<file path="config.mk">
export PLATFORM = sky130hd
export DESIGN_NAME = rect_compositor
export DESIGN_NICKNAME = d
export VERILOG_FILES = /design/src/rtl/rect_pkg.sv /design/src/rtl/rect_hit.sv /design/src/rtl/rect_compositor.sv
export SDC_FILE = /design/constraint.sdc
export NUM_CORES = 1
export LEC_CHECK = 0
export ABC_CLOCK_PERIOD_IN_PS = 18400
export CORE_UTILIZATION = 47
export DETAILED_ROUTE_END_ITERATION = 8
export SYNTH_ARGS = -nofsm -noshare
export SYNTH_HDL_FRONTEND = slang
export SYNTH_SLANG_ARGS = --single-unit
</file>
<file path="constraint.sdc">
create_clock -name clk -period 18.4 [get_ports clk]
set_input_delay 3.68 -clock clk [delete_from_list [all_inputs] [get_ports clk]]
set_output_delay 3.68 -clock clk [all_outputs]
set_load 0.01 [all_outputs]
</file>
<file path="src/rtl/rect_pkg.sv">
`default_nettype none
// ============================================================================
//  Module      : rect_pkg
//  Description : Shared widths and record types for the rectangle compositor.
//  Revision    : 1.0 - initial release
// ============================================================================
package rect_pkg;

    localparam int COORD_W_DEF = 13;
    localparam int SIZE_W_DEF  = 11;
    localparam int COLOR_W_DEF = 20;

    typedef struct packed {
        logic [COORD_W_DEF-1:0] x;
        logic [COORD_W_DEF-1:0] y;
        logic [SIZE_W_DEF-1:0]  w;
        logic [SIZE_W_DEF-1:0]  h;
        logic [COLOR_W_DEF-1:0] color;
        logic                   en;
    } rect_t;

    typedef struct packed {
        logic [COORD_W_DEF-1:0] x;
        logic [COORD_W_DEF-1:0] y;
        logic [COLOR_W_DEF-1:0] color;
        logic                   sof;
    } pixel_t;

endpackage
`default_nettype wire

</file>
<file path="src/rtl/rect_hit.sv">
`default_nettype none
// ============================================================================
//  Module      : rect_hit
//  Description : Combinational point-in-rectangle test for one channel.
//  Revision    : 1.0 - initial release
// ============================================================================
module rect_hit
    import rect_pkg::*;
(
    input  rect_t                  i_rect,
    input  logic [COORD_W_DEF-1:0] i_px,
    input  logic [COORD_W_DEF-1:0] i_py,
    output logic                   o_hit,
    output logic [COLOR_W_DEF-1:0] o_color
);

    // One extra bit on the far edge so a rectangle hanging off the frame clips.
    logic [COORD_W_DEF:0] w_x_end;
    logic [COORD_W_DEF:0] w_y_end;
    logic                 w_in_x;
    logic                 w_in_y;

    assign w_x_end = {1'b0, i_rect.x} + (COORD_W_DEF+1)'(i_rect.w);
    assign w_y_end = {1'b0, i_rect.y} + (COORD_W_DEF+1)'(i_rect.h);

    assign w_in_x  = (i_px >= i_rect.x) && ({1'b0, i_px} < w_x_end);
    assign w_in_y  = (i_py >= i_rect.y) && ({1'b0, i_py} < w_y_end);

    assign o_hit   = i_rect.en && w_in_x && w_in_y;
    assign o_color = i_rect.color;

endmodule
`default_nettype wire

</file>
<file path="src/rtl/rect_compositor.sv">
`default_nettype none
// ============================================================================
//  Module      : rect_compositor
//  Description : N-rectangle priority overlay on a valid/ready pixel stream,
//                two-stage pipeline, frame-synchronous double-buffered config.
//  Revision    : 1.0 - initial release
// ============================================================================
module rect_compositor
    import rect_pkg::*;
#(
    parameter int  NUM_RECTS = 4,
    parameter int  COORD_W   = rect_pkg::COORD_W_DEF,
    parameter int  SIZE_W    = rect_pkg::SIZE_W_DEF,
    parameter int  COLOR_W   = rect_pkg::COLOR_W_DEF,
    localparam int IDX_W     = (NUM_RECTS > 1) ? $clog2(NUM_RECTS) : 1
) (
    input  logic               clk,
    input  logic               rst,
    input  logic               cfg_we,
    input  logic [IDX_W-1:0]   cfg_idx,
    input  logic [COORD_W-1:0] cfg_x,
    input  logic [COORD_W-1:0] cfg_y,
    input  logic [SIZE_W-1:0]  cfg_w,
    input  logic [SIZE_W-1:0]  cfg_h,
    input  logic [COLOR_W-1:0] cfg_color,
    input  logic               cfg_en,
    input  logic               cfg_commit,
    output logic               commit_pend,
    input  logic               in_valid,
    output logic               in_ready,
    input  logic               in_sof,
    input  logic [COORD_W-1:0] in_x,
    input  logic [COORD_W-1:0] in_y,
    input  logic [COLOR_W-1:0] in_color,
    output logic               out_valid,
    input  logic               out_ready,
    output logic [COLOR_W-1:0] out_color,
    output logic               out_hit,
    output logic [IDX_W-1:0]   out_idx
);

    // Rectangle storage uses the package record, so width parameters are
    // expected to stay at the package defaults.
    rect_t              r_shadow [NUM_RECTS];
    rect_t              r_active [NUM_RECTS];
    rect_t              w_eff    [NUM_RECTS];
    rect_t              w_cfg_rect;
    logic               r_commit_pend;

    logic               w_s2_ready;
    logic               w_s1_advance;
    logic               w_fire;
    logic               w_commit_now;

    logic [NUM_RECTS-1:0] w_hit;
    logic [COLOR_W-1:0]   w_rect_color [NUM_RECTS];

    logic                 r_s1_valid;
    logic [NUM_RECTS-1:0] r_s1_hit;
    logic [COLOR_W-1:0]   r_s1_bg;
    logic [COLOR_W-1:0]   r_s1_rc [NUM_RECTS];

    logic                 w_enc_hit;
    logic [IDX_W-1:0]     w_enc_idx;
    logic [COLOR_W-1:0]   w_enc_color;

    logic                 r_s2_valid;
    logic [COLOR_W-1:0]   r_out_color;
    logic                 r_out_hit;
    logic [IDX_W-1:0]     r_out_idx;

    // ------------------------------------------------------------------
    // Handshake
    // ------------------------------------------------------------------
    assign w_s2_ready   = !r_s2_valid || out_ready;
    assign w_s1_advance = r_s1_valid && w_s2_ready;
    assign in_ready     = !r_s1_valid || w_s1_advance;
    assign w_fire       = in_valid && in_ready;
    assign w_commit_now = w_fire && in_sof && (r_commit_pend || cfg_commit);

    // ------------------------------------------------------------------
    // Configuration: shadow writes any time, copy on accepted frame start
    // ------------------------------------------------------------------
    always_comb begin
        w_cfg_rect       = '0;
        w_cfg_rect.x     = cfg_x;
        w_cfg_rect.y     = cfg_y;
        w_cfg_rect.w     = cfg_w;
        w_cfg_rect.h     = cfg_h;
        w_cfg_rect.color = cfg_color;
        w_cfg_rect.en    = cfg_en;
    end

    always_ff @(posedge clk) begin
        if (rst) begin
            r_commit_pend <= 1'b0;
            for (int i = 0; i < NUM_RECTS; i++) begin
                r_shadow[i] <= '0;
                r_active[i] <= '0;
            end
        end else begin
            if (w_commit_now) begin
                r_commit_pend <= 1'b0;
            end else if (cfg_commit) begin
                r_commit_pend <= 1'b1;
            end
            // The copy reads pre-write shadow contents; a same-cycle write stays in shadow.
            if (w_commit_now) begin
                for (int i = 0; i < NUM_RECTS; i++) begin
                    r_active[i] <= r_shadow[i];
                end
            end
            if (cfg_we && ({1'b0, cfg_idx} < (IDX_W+1)'(NUM_RECTS))) begin
                r_shadow[cfg_idx] <= w_cfg_rect;
            end
        end
    end

    assign commit_pend = r_commit_pend;

    // The frame-start pixel that triggers a commit already sees the new set.
    always_comb begin
        for (int i = 0; i < NUM_RECTS; i++) begin
            w_eff[i] = w_commit_now ? r_shadow[i] : r_active[i];
        end
    end

    // ------------------------------------------------------------------
    // Per-rectangle hit test
    // ------------------------------------------------------------------
    for (genvar g = 0; g < NUM_RECTS; g++) begin : g_hit
        rect_hit u_rect_hit (
            .i_rect  (w_eff[g]),
            .i_px    (in_x),
            .i_py    (in_y),
            .o_hit   (w_hit[g]),
            .o_color (w_rect_color[g])
        );
    end

    // ------------------------------------------------------------------
    // Stage 1: hit vector, background and color snapshot
    // ------------------------------------------------------------------
    always_ff @(posedge clk) begin
        if (rst) begin
            r_s1_valid <= 1'b0;
            r_s1_hit   <= '0;
            r_s1_bg    <= '0;
            for (int i = 0; i < NUM_RECTS; i++) begin
                r_s1_rc[i] <= '0;
            end
        end else if (in_ready) begin
            r_s1_valid <= in_valid;
            if (in_valid) begin
                r_s1_hit <= w_hit;
                r_s1_bg  <= in_color;
                for (int i = 0; i < NUM_RECTS; i++) begin
                    r_s1_rc[i] <= w_rect_color[i];
                end
            end
        end
    end

    // Lowest index wins: scan downwards so the last assignment is the winner.
    always_comb begin
        w_enc_hit   = 1'b0;
        w_enc_idx   = '0;
        w_enc_color = r_s1_bg;
        for (int i = NUM_RECTS-1; i >= 0; i--) begin
            if (r_s1_hit[i]) begin
                w_enc_hit   = 1'b1;
                w_enc_idx   = IDX_W'(i);
                w_enc_color = r_s1_rc[i];
            end
        end
    end

    // ------------------------------------------------------------------
    // Stage 2: composited output, held while stalled
    // ------------------------------------------------------------------
    always_ff @(posedge clk) begin
        if (rst) begin
            r_s2_valid  <= 1'b0;
            r_out_color <= '0;
            r_out_hit   <= 1'b0;
            r_out_idx   <= '0;
        end else if (w_s2_ready) begin
            r_s2_valid <= r_s1_valid;
            if (r_s1_valid) begin
                r_out_color <= w_enc_color;
                r_out_hit   <= w_enc_hit;
                r_out_idx   <= w_enc_idx;
            end
        end
    end

    assign out_valid = r_s2_valid;
    assign out_color = r_out_color;
    assign out_hit   = r_out_hit;
    assign out_idx   = r_out_idx;

endmodule
`default_nettype wire

</file>
Word level (Yosys, flattened, before mapping)
Memory sizes are Yosys's and may differ from the RTL's. Index checks and enable logic that the tools add are counted.

Add/sub/neg operators: 8. Reduce and logical (&&, ||, !) cells: 29. Mux-type cells: 39. Bitwise operators: 8. Order comparisons: 16.

Operator list (number): $mux 69 (9); $mux 20 (8); $add 13x11->14 (8); $lt 13x14->1 (8); $ge 13x13->1 (8); $reduce_or 69->1 (1); $logic_and 1x1->1 (20); $mux 1 (17); $mux 2 (5); $or 1x1->1 (8); $reduce_and 2->1 (2); $logic_or 1x1->1 (3); $logic_not 1->1 (2); $reduce_or 2->1 (1).

Memories: 3. Register bits: 50. Logic and storage cells: 111. Bits in writable memories: 632. Bits of input ports: 124.

Memory list: r_active (words 4, width 69, read ports 4, clocked after Yosys merged registers in 0, write ports 4, line rect_compositor.sv:45) `rect_t r_active [NUM_RECTS];`; r_shadow (words 4, width 69, read ports 4, clocked after Yosys merged registers in 0, write ports 4, line rect_compositor.sv:44) `rect_t r_shadow [NUM_RECTS];`; r_s1_rc (words 4, width 20, read ports 4, clocked after Yosys merged registers in 0, write ports 4, line rect_compositor.sv:61) `logic [COLOR_W-1:0] r_s1_rc [NUM_RECTS];`.

Logic depth before layout (Yosys ltp)
Gate-level depths: netlist of the first run.

Word-level depth: 13. Depth in mapped cells: 31. Mapped depth without buffers: 24.

Hierarchy
A second synthesis of the first run with hierarchy kept.

Cell total of the unflattened synthesis: 3123. Area, all modules: 38273.0 sq um.

By module, submodules not included: rect_compositor (times used 1, area each 29163.0 sq um, cells an instance 1948); rect_hit (g_hit[2].u_rect_hit ...) (times used 2, area each 2285.9 sq um, cells an instance 296); rect_hit (g_hit[1].u_rect_hit) (times used 1, area each 2303.5 sq um, cells an instance 295); rect_hit (g_hit[0].u_rect_hit) (times used 1, area each 2234.6 sq um, cells an instance 288).

Least setup slack after synthesis of the first run
OpenSTA, ideal clock, no wires.

Path type: input to register. Start point: input port in_valid. End point: memory r_active[0][0] (netlist bit), enable pin. Buffers on the path: 7. Setup time: 0.524 ns. Stages: 10. Path slack: 8.899 ns. Data arrival time: 8.977 ns. Cell sequence: buf_2 o211ai_2 nor2_2 buf_2 buf_4 buf_2 buf_2 buf_2 clkbuf_1 or2_2.

RTL lines: start: declaration (line rect_compositor.sv:29) `input logic in_valid,`; end: declaration (line rect_compositor.sv:45).

Worst setup path in the final report of the first run
Start point: input port in_valid. End point: register r_s1_hit[1].

Longest elaborated chain between the ends: 9.

RTL lines: $logic_and 1x1->1 (line rect_compositor.sv:78) `assign w_fire = in_valid && in_ready;`; $logic_and 1x1->1 (2 in a row) (line rect_compositor.sv:79) `assign w_commit_now = w_fire && in_sof && (r_commit_pend || cfg_commit);`; $mux 69 (line rect_compositor.sv:124) `w_eff[i] = w_commit_now ? r_shadow[i] : r_active[i];`; $add 13x11->14 (line rect_hit.sv:23) `assign w_x_end = {1'b0, i_rect.x} + (COORD_W_DEF+1)'(i_rect.w);`; $lt 13x14->1 (line rect_hit.sv:26) `assign w_in_x = (i_px >= i_rect.x) && ({1'b0, i_px} < w_x_end);`; $logic_and 1x1->1 (line rect_hit.sv:26); $logic_and 1x1->1 (2 in a row) (line rect_hit.sv:29) `assign o_hit = i_rect.en && w_in_x && w_in_y;`; end signal: assignment (line rect_compositor.sv:155) `r_s1_hit <= w_hit;`; end: declaration (line rect_compositor.sv:59) `logic [NUM_RECTS-1:0] r_s1_hit;`.

Parallel ways exist; a longest one is shown, timed or not. A chain may end at the register's enable or synchronous reset.

==> results of run 1 <==
## kinds of logic (layout without fill, tap and decap cells)
logic type | count (synthesis) | after routing
buf+inv | 276 | 441
compound gates | 548 | 548
xor+xnor | 99 | 99
mux | 89 | 89
fa+ha+maj | 288 | 288
flops | 682 | 682
simple gates | 1546 | 1546
other cells | 0 | 2
## worst reg2reg max path, cell delays in order, from the launching register on
cell       delay [ns]
dfxtp_1          0.36
and3b_1          0.39
nor2_4           0.78
buf_4            0.57
buf_12           0.48
buf_4            0.97
mux2i_1          0.34
inv_1            0.07
ha_1             0.34
a21boi_0         0.19
o21ai_0          0.13
a21oi_1          0.27
nor2_1           0.09
xor2_1           0.15
ha_1             0.30
o2111ai_1        0.09
o21ai_0          0.16
a211oi_1         0.09
a211oi_1         0.76
o31ai_1          0.22
## path summary, 6_finish.rpt
check                from      endpoint  slack, ns  depth (start not counted)
max              in_valid   r_s1_hit[1]       8.09                         20
min          out_color[4]  out_color[4]       0.45                          2
max reg2reg    r_s1_valid   r_s1_hit[1]      11.47                         19
min reg2reg  out_color[4]  out_color[4]       0.45                          2
## sequential cells by signal (all words and copies together) (netlist names)
register	cells
r_active	276
r_shadow	276
r_s1_rc	80
out_color	20
r_s1_bg	20
r_s1_hit	4
out_idx	2
commit_pend	1
out_hit	1
out_valid	1
r_s1_valid	1
## layer usage
layer	GRT usage [%]	routed length, µm	part of all wire (%)
met5	0	26	0.025
met4	8.80	3040	2.9
met3	3.56	5540	5.4
met2	42.8	49700	48
met1	33.8	45100	44
## power by group
group          internal (mW)  switching (mW)
logic                  0.265           0.409
registers               1.81          0.0461
clock network          0.891           0.650
## cell type report
| type | instances | area, µm² | area share [%] |
|---|---|---|---|
| diodes | 2 | 5.00 | 0.0118 |
| repair buffers | 177 | 1730 | 4.09 |
| flip-flops and latches | 682 | 20000 | 47.1 |
| inverters | 119 | 449 | 1.06 |
| clock inverters | 29 | 284 | 0.670 |
| clock buffers | 116 | 2240 | 5.28 |
| multi-input cells | 2570 | 16400 | 38.7 |
| well taps | 1050 | 1310 | 3.10 |
## layout by cell type, fill, tap and decap left out, types with 10 or more instances in the layout
cell type and count:
clkdlybuf4s50_1 148, nor3_1 19, clkbuf_8 10, edfxtp_1 632, a31oi_1 12, o21a_1 15
and3_1 10, maj3_1 10, a21o_1 47, nand2b_1 32, dfxtp_1 50, xnor2_1 47
o211ai_1 13, and2_1 553, ha_1 264, clkbuf_1 26, nand3_1 32, clkinv_2 11
nand2_1 712, nand4_1 11, inv_1 117, mux2i_1 83, nor2_1 110, xor2_1 52
nor2b_1 25, a21oi_1 253, o21ai_0 98, buf_4 25, a211oi_1 23, clkbuf_16 80
==> impl_metrics.toml, run 1 <==
[synthesis]
synth.area.top_cells = "edfxtp_1, and2_1, ha_1"
yosys.area_share.simple_pct = 20.3
synth_compound_area_share_pct = 8.94
synth.top_cell.area_share_pct = 50.8
synth-xor-area-share_pct = 2.32
ys_types = 75
synth_nets = 3924
yosysSeqAreaShare_pct = 53.5
synth_top_family_by_area = "simple AND/OR/NAND/NOR gates"
avgSynthCellArea_um2 = 10.6
synth_edf_count = 632
ys_ff_latch = 682
synth.area.mux_share_pct = 2.41
async_flop_share_pct = 0
netlist_area_um2 = 37400
ys_warn_count = 0
synth_fa_ha_area_share_pct = 9.72
synth.most_common_cell = "nand2_1"
synth_area_leader_cell = "edfxtp_1"
netlist_instances = 3528
ys.flop_type = "edfxtp_1"
synth_common_cells = "nand2_1, edfxtp_1, and2_1, ha_1, a21oi_1"

[drt]
routed-via-count = 26555
wire_per_inst_um = 21.8
routed_wl_um = 103000
dr.first_iter.drc_count = 1853
first_pass_iters = 5
via_per_inst = 5.60
route.detailed.drc = 0
ant_nets = 0

[layout]
final_cell_area_um2 = 42400
final-instance-count-excl-fill = 4745
drive_above_1_share_pct = 4.82
fillers = 6994
layout.nets = 4024
utilization_pct = 53.7
syn_to_final_growth_pct = 13.4

[placement]
port_buffers = 149
gp_congestion = 0.872
hpwl_um = 65600
placed_cells = 4598
placed_area_um2 = 39900
place_ws_ns = 7.50

[sta]
final.setup.tns_ns = 0
slew_headroom_pct = -1.36
fin_crit_sh_pct = 56.0
finClkSkew_ns = 0.0373
fmax_mhz = 97.0
rsz0062_at_grt = "false"
fin_ws_ns = 8.09
hold_violations = 0
slew_violations = 76
tightest_slew_ns = 1.52
setup_viol = 0
hold_slack_ns = 0.452
period_needed_ns = 10.31

[setup_path]
cpPeakStageDelay_ns = 0.80
worst-setup-path-type = "input port to register"
critPathRequiredTime_ns = 18.85
cp.arrival_ns = 10.76
start_kind = "input port"
path_cells = "clkdlybuf4s50_1, o211ai_2, nor2_4, buf_4, buf_12, buf_4, mux2i_1, inv_1, ha_1, a21boi_0, o21ai_0, a21oi_1, nor2_1, xor2_1, ha_1, o2111ai_1, o21ai_0, a211oi_1, a211oi_1, o31ai_1"
crit_slowest_cell = "clkdlybuf4s50_1"
worst-path-max-fanout = 132
crit_family = "buffers and inverters"
endpoint_kind = "register"
critPathBufInv = 5

[clock_network]
insertion_delay_ns = 0.64
htree_levels = 3
postCtsHoldBufs = 0
cts_buffer_depth = 3
cts_setup_buffers = 0
cts_made_buffers = 78
root_buffer = "clkbuf_16"
cts_tree = "done"
cts_resized = 0
clk_pin_slew_ns = 0.06
cts_num_sinks = 682

[power_and_ir_drop]
powerDensity_nw_per_um2 = 96.0
leakage_nw = 17.0
peakVddDrop_mv = 0.0642
power_mw = 4.07

[flow_run]
drv_cap = 0

[floorplanning]
die_y_um = 284
coreArea_um2 = 78900
rows = 103
die_area_um2 = 80600
die_width_um = 284
initial_core_util_pct = 47.4
pin_count = 150

[global_route]
grt_antenna_before_repair = 6
grt_pass1_wl_um = 158000
grt_pass1_vias = 26873
grt_start_max_net_pins = 277
grt_util_all_layers_pct = 25.5
overflow = 0

[worst_hold_path]
hp-class = "register to register"

[run_status]
status = "complete, but fails checks"
violations = "slew limit"
No activity file was read; power rests on OpenSTA's default activity.
==> inputs of run 2 (changes only) <==
--- a/config.mk
+++ b/config.mk
@@ -5,9 +5,10 @@
 export SDC_FILE = /design/constraint.sdc
 export NUM_CORES = 1
 export LEC_CHECK = 0
-export ABC_CLOCK_PERIOD_IN_PS = 18400
+export ABC_CLOCK_PERIOD_IN_PS = 9300
 export CORE_UTILIZATION = 47
 export DETAILED_ROUTE_END_ITERATION = 8
+export PLACE_DENSITY = 0.67
 export SYNTH_ARGS = -nofsm -noshare
 export SYNTH_HDL_FRONTEND = slang
 export SYNTH_SLANG_ARGS = --single-unit
==> constraint.sdc (replaced) <==
create_clock -name clk -period 9.3 [get_ports clk]
set_input_delay 1.86 -clock clk [delete_from_list [all_inputs] [get_ports clk]]
set_output_delay 1.86 -clock clk [all_outputs]
set_load 0.01 [all_outputs]
==> run 2 against run 1 <==
  * The run now ends clean
  * Setup slack lost 5.8 ns
  * Clock skew is 0.012 ns lower
  * Clock power rose by 98%
  * Global-route usage decreased by 0.76 points
  * Via count fell by 1.9%
  * Non-clock buffer count increased by 14
  * Combinational power rose by 96%
  * Total power increased by 97%
  * Critical endpoint is now r_s1_hit[0]
==> impl_metrics.toml, run 2 (synthesis gave the netlist of run 1 again) <==
[drt]
routed_wl_um = 99500
via_per_inst = 5.48
ant_nets = 0
route.detailed.drc = 0
dr.first_iter.drc_count = 2044
first_pass_iters = 7
wire_per_inst_um = 20.9
routed-via-count = 26049

[sta]
period_needed_ns = 7.02
rsz0062_at_grt = "false"
slew_violations = 0
tightest_slew_ns = 1.20
final.setup.tns_ns = 0
slew_headroom_pct = 19.9
fin_crit_sh_pct = 75.5
hold_violations = 0
setup_viol = 0
finClkSkew_ns = 0.0251
fmax_mhz = 142
fin_ws_ns = 2.28

[layout]
fillers = 6918
drive_above_1_share_pct = 5.35
final_cell_area_um2 = 42500
final_common_cell = "nand2_1"
most-common-layout-cells = "nand2_1, edfxtp_1, and2_1"
multi_input_area_um2 = 16400
seq_area_um2 = 20000
reg_top3 = "r_active (276), r_shadow (276), r_s1_rc (80)"
layout.nets = 4037
syn_to_final_growth_pct = 13.7

[worst_hold_path]
holdPathStages = 2
hp-class = "register to register"

[global_route]
grt_util_all_layers_pct = 24.7
grt_antenna_before_repair = 4
overflow = 0
grt_pass1_vias = 25937
grt_pass1_wl_um = 153000
grt_start_max_net_pins = 197

[setup_path]
reg2reg_from = "out_valid"
start_kind = "input port"
worst-setup-path-type = "input port to register"
rr_worst_depth = 24
r2r_end = "r_s1_hit[3]"
cp.arrival_ns = 7.54
regToRegSetupSlack_ns = 3.79
endpoint_kind = "register"
critPathRequiredTime_ns = 9.82
endpoint = "r_s1_hit[0]"
setup.worst_path.start = "in_valid"
worst-path-max-fanout = 59

[placement]
placed_area_um2 = 40000
port_buffers = 149
hpwl_um = 63600
gp_congestion = 0.892
place_ws_ns = 1.74

[power_and_ir_drop]
powerDensity_nw_per_um2 = 189
leakage_nw = 17.1
peakVddDrop_mv = 0.119
power_mw = 8.04

[floorplanning]
initial_core_util_pct = 47.4
pin_count = 150
die_width_um = 284
coreArea_um2 = 78900
rows = 103
die_y_um = 284
die_area_um2 = 80600

[clock_network]
cts_num_sinks = 682
root_buffer = "clkbuf_16"
clk_pin_slew_ns = 0.06
cts_buffer_depth = 3
cts_setup_buffers = 0
cts_resized = 0
htree_levels = 3
insertion_delay_ns = 0.64
cts_tree = "done"
postCtsHoldBufs = 0
cts_made_buffers = 77

[flow_run]
drv_cap = 0

[run_status]
status = "finished, final reports clean"
## run 2: critical path: stages
cell and delay, ns:
clkdlybuf4s50_1 0.77, o211ai_2 0.29, nor2_4 0.58, buf_12 0.35
mux2_2 0.42, fa_1 0.44, nand2b_1 0.10, o21ai_0 0.07
a211oi_1 0.31, o21ai_0 0.19, a31oi_1 0.22, o21ai_0 0.15
xnor2_1 0.16, ha_1 0.29, a211o_1 0.31, o221ai_1 0.17
a21oi_1 0.06, o31ai_1 0.23, a221oi_1 0.16, o41ai_1 0.32
## run 2: power by group
part           leakage, nW  switching (mW)  internal (mW)  total (mW)
sequential            6.85          0.0935           3.58        3.67
clock                 1.21            1.30           1.75        3.05
combinational         9.01           0.792          0.526        1.32
total                 17.1            2.19           5.85        8.04
## run 2: cell type report
class	instances	area share [%]
sequential	682	47.0
multi-input combinational	2570	38.6
clock buffer	102	4.94
timing repair buffer	191	4.36
tap	1050	3.09
inverter	119	1.06
clock inverter	40	0.939
antenna	3	0.0177
## run 2: worst min-delay path by stage
stage                       start             to  slack, ns
floorplan              r_s1_bg[0]     r_s1_bg[0]       0.44
global placement    out_color[12]  out_color[12]       0.44
detailed placement  out_color[14]  out_color[14]       0.45
CTS                 out_color[14]  out_color[14]       0.45
global route           r_s1_bg[9]     r_s1_bg[9]       0.48
finish              out_color[13]  out_color[13]       0.45
## run 2: layer usage
| layer | up-vias | share of wire (%) | track usage (%) |
|---|---|---|---|
| li1 | 12531 | - | - |
| met1 | 12636 | 43 | 32.3 |
| met2 | 696 | 49 | 42.1 |
| met3 | 180 | 5.5 | 3.91 |
| met4 | 6 | 2.7 | 7.61 |
| met5 | - | 0.036 | 0 |
## run 2: per-stage QoR
| stage | hold WS, ns | utilization [%] | instances |
|---|---|---|---|
| finish | 0.452 | 53.9 | 4757 |
| global route | 0.476 | 53.9 | 4754 |
| CTS | 0.454 | 53.9 | 4754 |
| detailed placement | 0.446 | 50.7 | 4612 |
| global placement | 0.444 | 50.7 | 4612 |
| floorplan | 0.436 | - | 3528 |
